<file path="config.mk">
export PLATFORM = sky130hd
export DESIGN_NAME = input_wrapper_flat
export DESIGN_NICKNAME = d
export VERILOG_FILES = /design/src/rtl/input_wrapper_pkg.sv /design/src/rtl/input_wrapper_if.sv /design/src/rtl/input_wrapper_word_assembler.sv /design/src/rtl/input_wrapper.sv /design/src/flat_wrapper.sv
export SDC_FILE = /design/constraint.sdc
export NUM_CORES = 1
export LEC_CHECK = 0
export CAP_MARGIN = 20
export CORE_AREA = 2 2 63 65
export DETAILED_ROUTE_END_ITERATION = 12
export DIE_AREA = 0 0 65 67
export GPL_TIMING_DRIVEN = 0
export PLACE_DENSITY = 0.75
export RECOVER_POWER = 50
export SYNTH_ARGS = -nofsm -noshare
export SYNTH_HDL_FRONTEND = slang
export SYNTH_SLANG_ARGS = --single-unit
</file>
<file path="constraint.sdc">
create_clock -name clk -period 1.65 [get_ports clk]
set_input_delay 0.33 -clock clk [delete_from_list [all_inputs] [get_ports clk]]
set_output_delay 0.33 -clock clk [all_outputs]
set_load 0.005 [all_outputs]
</file>
<file path="src/rtl/input_wrapper_pkg.sv">
// Shared definitions for the receive-side bus wrapper.
// State encoding is 3 bits wide so it lines up with output_wrapper.
package input_wrapper_pkg;

    typedef enum logic [2:0] {
        WAIT_DATA  = 3'd0,
        LATCH      = 3'd1,
        HOLD_ACK   = 3'd2,
        START_CORE = 3'd3,
        WAIT_CORE  = 3'd4
    } state_e;

    localparam int WORD_W_DEF    = 8;
    localparam int NUM_WORDS_DEF = 4;

    function automatic int cnt_w(input int n);
        return $clog2(n + 1);
    endfunction

endpackage

</file>
<file path="src/rtl/input_wrapper_if.sv">
// Producer/core signal bundle for input_wrapper.
// The master side is the producer plus core; the slave side is the wrapper.
interface input_wrapper_if #(
    parameter int WORD_W    = 8,
    parameter int NUM_WORDS = 4
);

    logic                          dataReady;
    logic [WORD_W-1:0]             inBus;
    logic                          gotData;
    logic                          start;
    logic                          coreDone;
    logic [WORD_W*NUM_WORDS-1:0]   operand;
    logic                          iBufferEmpty;
    logic                          iBufferFull;

    modport master (
        output dataReady,
        output inBus,
        output coreDone,
        input  gotData,
        input  start,
        input  operand,
        input  iBufferEmpty,
        input  iBufferFull
    );

    modport slave (
        input  dataReady,
        input  inBus,
        input  coreDone,
        output gotData,
        output start,
        output operand,
        output iBufferEmpty,
        output iBufferFull
    );

endinterface

</file>
<file path="src/rtl/input_wrapper_word_assembler.sv">
// Word counter and operand slice register for input_wrapper.
// load writes din into slice[count]; clear only rewinds the counter.
module word_assembler
    import input_wrapper_pkg::*;
#(
    parameter int WORD_W    = 8,
    parameter int NUM_WORDS = 4,
    parameter int CW        = cnt_w(NUM_WORDS)
) (
    input  logic                        clk,
    input  logic                        rst,
    input  logic                        load,
    input  logic                        clear,
    input  logic [WORD_W-1:0]           din,
    output logic [CW-1:0]               count,
    output logic [WORD_W*NUM_WORDS-1:0] operand
);

    localparam int OP_W = WORD_W * NUM_WORDS;

    logic [CW-1:0]   count_q;
    logic [CW-1:0]   count_d;
    logic [OP_W-1:0] operand_q;
    logic [OP_W-1:0] operand_d;

    always_comb begin
        count_d   = count_q;
        operand_d = operand_q;
        if (clear) begin
            count_d = '0;
        end else if (load && (count_q < CW'(NUM_WORDS))) begin
            for (int i = 0; i < NUM_WORDS; i++) begin
                if (count_q == CW'(i)) begin
                    operand_d[i*WORD_W +: WORD_W] = din;
                end
            end
            count_d = count_q + CW'(1);
        end
    end

    always_ff @(posedge clk or negedge rst) begin
        if (!rst) begin
            count_q   <= '0;
            operand_q <= '0;
        end else begin
            count_q   <= count_d;
            operand_q <= operand_d;
        end
    end

    assign count   = count_q;
    assign operand = operand_q;

endmodule

</file>
<file path="src/rtl/input_wrapper.sv">
// Receive-side bus wrapper: gathers NUM_WORDS words over a 4-phase
// handshake, then hands the assembled operand to the core.
module input_wrapper
    import input_wrapper_pkg::*;
#(
    parameter int WORD_W    = WORD_W_DEF,
    parameter int NUM_WORDS = NUM_WORDS_DEF
) (
    input logic            clk,
    input logic            rst,
    input_wrapper_if.slave bus
);

    localparam int CW = cnt_w(NUM_WORDS);

    state_e          state_q;
    state_e          state_d;
    logic [CW-1:0]   count;
    logic            load;
    logic            clear;
    logic            got_data;
    logic            start;
    logic            buf_empty;
    logic            buf_full;

    word_assembler #(
        .WORD_W    (WORD_W),
        .NUM_WORDS (NUM_WORDS),
        .CW        (CW)
    ) u_asm (
        .clk     (clk),
        .rst     (rst),
        .load    (load),
        .clear   (clear),
        .din     (bus.inBus),
        .count   (count),
        .operand (bus.operand)
    );

    always_ff @(posedge clk or negedge rst) begin
        if (!rst) begin
            state_q <= WAIT_DATA;
        end else begin
            state_q <= state_d;
        end
    end

    always_comb begin
        state_d = state_q;
        unique case (state_q)
            WAIT_DATA: begin
                if (bus.dataReady) state_d = LATCH;
            end
            LATCH: begin
                state_d = HOLD_ACK;
            end
            HOLD_ACK: begin
                // ack is held until the producer drops its request
                if (!bus.dataReady) begin
                    state_d = (count == CW'(NUM_WORDS)) ?
                              START_CORE : WAIT_DATA;
                end
            end
            START_CORE: begin
                state_d = WAIT_CORE;
            end
            WAIT_CORE: begin
                if (bus.coreDone) state_d = WAIT_DATA;
            end
            default: begin
                state_d = WAIT_DATA;
            end
        endcase
    end

    always_comb begin
        got_data  = (state_q == HOLD_ACK);
        start     = (state_q == START_CORE);
        buf_full  = (state_q == START_CORE) ||
                    (state_q == WAIT_CORE);
        buf_empty = (state_q == WAIT_DATA) && (count == '0);
        load      = (state_q == LATCH);
        clear     = (state_q == WAIT_CORE) && bus.coreDone;
    end

    assign bus.gotData      = got_data;
    assign bus.start        = start;
    assign bus.iBufferEmpty = buf_empty;
    assign bus.iBufferFull  = buf_full;

endmodule

</file>
<file path="src/flat_wrapper.sv">
// flat-port wrapper written by rule: the top's interface ports become plain ports
module input_wrapper_flat import input_wrapper_pkg::*;
#(
    parameter int WORD_W    = WORD_W_DEF,
    parameter int NUM_WORDS = NUM_WORDS_DEF
)
  (clk, rst, bus_dataReady, bus_inBus, bus_coreDone, bus_gotData, bus_start, bus_operand, bus_iBufferEmpty, bus_iBufferFull);
  input_wrapper_if #(.WORD_W(WORD_W), .NUM_WORDS(NUM_WORDS)) bus_i ();
  input logic clk;
  input logic rst;
  input wire logic [$bits(bus_i.dataReady)-1:0] bus_dataReady;
  input wire logic [$bits(bus_i.inBus)-1:0] bus_inBus;
  input wire logic [$bits(bus_i.coreDone)-1:0] bus_coreDone;
  output wire logic [$bits(bus_i.gotData)-1:0] bus_gotData;
  output wire logic [$bits(bus_i.start)-1:0] bus_start;
  output wire logic [$bits(bus_i.operand)-1:0] bus_operand;
  output wire logic [$bits(bus_i.iBufferEmpty)-1:0] bus_iBufferEmpty;
  output wire logic [$bits(bus_i.iBufferFull)-1:0] bus_iBufferFull;
  assign bus_i.dataReady = bus_dataReady;
  assign bus_i.inBus = bus_inBus;
  assign bus_i.coreDone = bus_coreDone;
  assign bus_gotData = bus_i.gotData;
  assign bus_start = bus_i.start;
  assign bus_operand = bus_i.operand;
  assign bus_iBufferEmpty = bus_i.iBufferEmpty;
  assign bus_iBufferFull = bus_i.iBufferFull;
  input_wrapper #(.WORD_W(WORD_W), .NUM_WORDS(NUM_WORDS)) u_core (.clk(clk), .rst(rst), .bus(bus_i));
endmodule
</file>
==> reports/metrics.cfg, run 1 <==
[outcome]
status = complete, but fails checks
violations = setup timing

[cells_and_area]
area_delta_synth_final_pct = 45.2
multi_input_area_um2 = 647
diodes = 0
regArea_um2 = 952
fin_nets = 197
instances_no_fill = 229
drive_above_1_share = 0.354
nFillCells = 256

[worst_setup_path]
crit_chain = clkbuf_8, buf_6, nor2_4, and4bb_2, buf_2
r2r_start = u_core.state_q[1]
path_buf_inv = 3
crit_fanout = 3
reg2reg_depth = 5
startpoint_type = flip-flop
required_ps = 1320
worst_path_max_delay_cell = dfrtp_1
cpPeakStageDelay_ps = 410
rrSetupSlack_ps = 80
crit_family = flip-flops
end_kind = output pin
critPathKind = flip-flop to output pin
cp.arrival_ps = 1350
reg2reg_to = u_core.u_asm.operand[30]
critPathLaunch = u_core.state_q[1]

[drt]
dr_total_vias = 1162
drt_iter0_markers = 67
avgRoutedWirePerCell_um = 16.1
via_per_inst = 5.07
ant_nets = 0
drtPass1Iterations = 4
wl_um = 3680
drc = 0

[sta]
period_minus_slack_ps = 1680
tns_ps = -29.9
fmaxAchievable_mhz = 595
setup_viol = 1
worst_pin_slew_ps = 923
finClkSkew_ps = 7.78
relSlewSlack = 0.385
period_share = 1.02
rsz0062_at_grt = true
hold_viol = 0
slew_viol_final = 0
layout_setup_ws_ps = -29.9

[placement]
dp_hpwl_um = 2450
dp_slack_ps = -184
place.gp.congestion = 0.772
dp.cells = 209
port_buffers = 47

[die]
row_count = 22
die_height_um = 67
io_pins = 48
core_area_um2 = 3610
initial_utilization = 0.447
die_x_um = 65
fp.dieArea_um2 = 4360

[grt]
grt_pass1_wl_um = 6040
overflow = 0
grt_pass1_vias = 1230
grt_max_degree = 39
grt.total_usage = 0.192
antenna_found_initial = 0

[clock_tree]
htreeDepth = 2
cts.sinks = 38
clockBufferDepth = 2
clk_latency_ps = 290
cts.clk_slew.worst_paths_ps = 70
cts_buffers = 5
root_buffer = clkbuf_8
cts_hold_buf = 0
cts_tree = done

[logic_synthesis]
synth_seq_cells = 38
yosysMostFrequentCell = dfrtp_1
synth_seq_area_share = 0.591
async_flop_share = 1.00
synth-edff-count = 0
synth_flop_cell = dfrtp_1
syn-cell-area_um2 = 1610
syn_avg_cell_area_um2 = 14.1
synthCells = 114
yosysTopAreaCell = dfrtp_1
syn_nets = 131
ys_top_cells_by_area = dfrtp_1, mux2_2, ha_1
yosys.area.top_type_share = 0.591
synth_commonest_cells = dfrtp_1, mux2_2
ys_types = 26
ys_warn_count = 0

[pwr]
powerDensity_nw_per_um2 = 1490
vdd_ir_drop_max_mv = 0.715
p_leak_uw = 0.00106

[job]
drv_cap = 0

[hold_path]
hold_path.class = primary input to asynchronous set/reset pin

-- power breakdown --
part / switching (uW) / total, uW / internal, uW
combinational: 547 / 1440 / 890
sequential: 176 / 1400 / 1230
clock: 310 / 647 / 337
-- layout by cell type, fill, tap and decap left out --
cell type	count
a21oi_1	2
nor3b_1	1
nor2_4	1
mux2_2	30
a221oi_1	1
mux2_1	2
ha_1	5
a21o_2	1
clkbuf_8	7
dfrtp_2	1
buf_4	7
nand2_1	5
nand4_1	1
nand4b_1	1
inv_2	1
dlygate4sd3_1	5
o21ai_0	5
dfrtp_1	37
buf_2	2
nand3_1	1
nor4b_4	1
clkbuf_1	3
inv_1	4
nand3b_1	1
nand2b_1	2
and4bb_2	1
clkinv_2	1
clkbuf_2	4
clkdlybuf4s50_1	37
nand2_4	3
nor2_1	1
o31ai_1	1
buf_6	4
a211oi_1	1
nor3_1	1
-- logic make-up after synthesis --
family | share of synthesized area
buffers and inverters | 0.0218
muxes | 0.224
and+or+nand+nor | 0.0831
adders and majority gates | 0.0389
AOI/OAI and AO/OA | 0.0420
DFF | 0.591
-- timing repair --
item / CTS / global route
resized for setup: 26 / 6
setup buffers: 11 / 1
pin swaps: 5 / 2
endpoints found under the setup margin: 24 / 21
-- area by class of cell --
| class | instances | area share |
|---|---|---|
| inverter | 5 | 0.00803 |
| multi-input combinational | 68 | 0.277 |
| timing repair buffer | 59 | 0.228 |
| buffer | 3 | 0.0155 |
| sequential | 38 | 0.407 |
| tap | 48 | 0.0257 |
| clock buffer | 7 | 0.0369 |
| clock inverter | 1 | 0.00214 |
-- worst max path at each step --
stage	to	slack [ps]	cells after the start
3_3_place_gp	u_core.u_asm.operand[3]	-550	1
2_1_floorplan	u_core.u_asm.operand[16]	160	3
6_report	bus_iBufferEmpty	-30	5
3_5_place_dp	u_core.u_asm.operand[4]	-180	4
5_1_grt	bus_iBufferEmpty	-70	5
4_1_cts	bus_iBufferEmpty	-20	5
-- metrics by stage --
stage | util | power [uW] | hold WS (ps) | cell area, um^2
after floorplan | - | 1970 | 34.4 | 1610
after global placement | 0.594 | 2640 | 475 | 2140
after detailed placement | 0.592 | 2690 | 476 | 2140
after CTS | 0.651 | 3530 | 169 | 2350
after global routing | 0.649 | 3710 | 255 | 2340
final | 0.649 | 3490 | 168 | 2340
-- state kept, by name (all words and copies together), names as in the netlist --
name,count
u_core.u_asm.operand,32
u_core.u_asm.count,3
u_core.state_q,3
-- per-layer routing --
layer | global-route usage | part of all wire
met5 | 0 | 0
met2 | 0.351 | 0.55
met3 | 0.0473 | 0.044
met1 | 0.212 | 0.39
met4 | 0.0824 | 0.021
Power figures use the tool's default switching activity.
==> inputs of run 2 (changes only) <==
--- a/config.mk
+++ b/config.mk
@@ -5,6 +5,7 @@
 export SDC_FILE = /design/constraint.sdc
 export NUM_CORES = 1
 export LEC_CHECK = 0
+export ABC_AREA = 0
 export CAP_MARGIN = 20
 export CORE_AREA = 2 2 63 65
 export DETAILED_ROUTE_END_ITERATION = 12
==> results of run 2 <==
Final layout, timing and power as in run 1 (identical DEF).
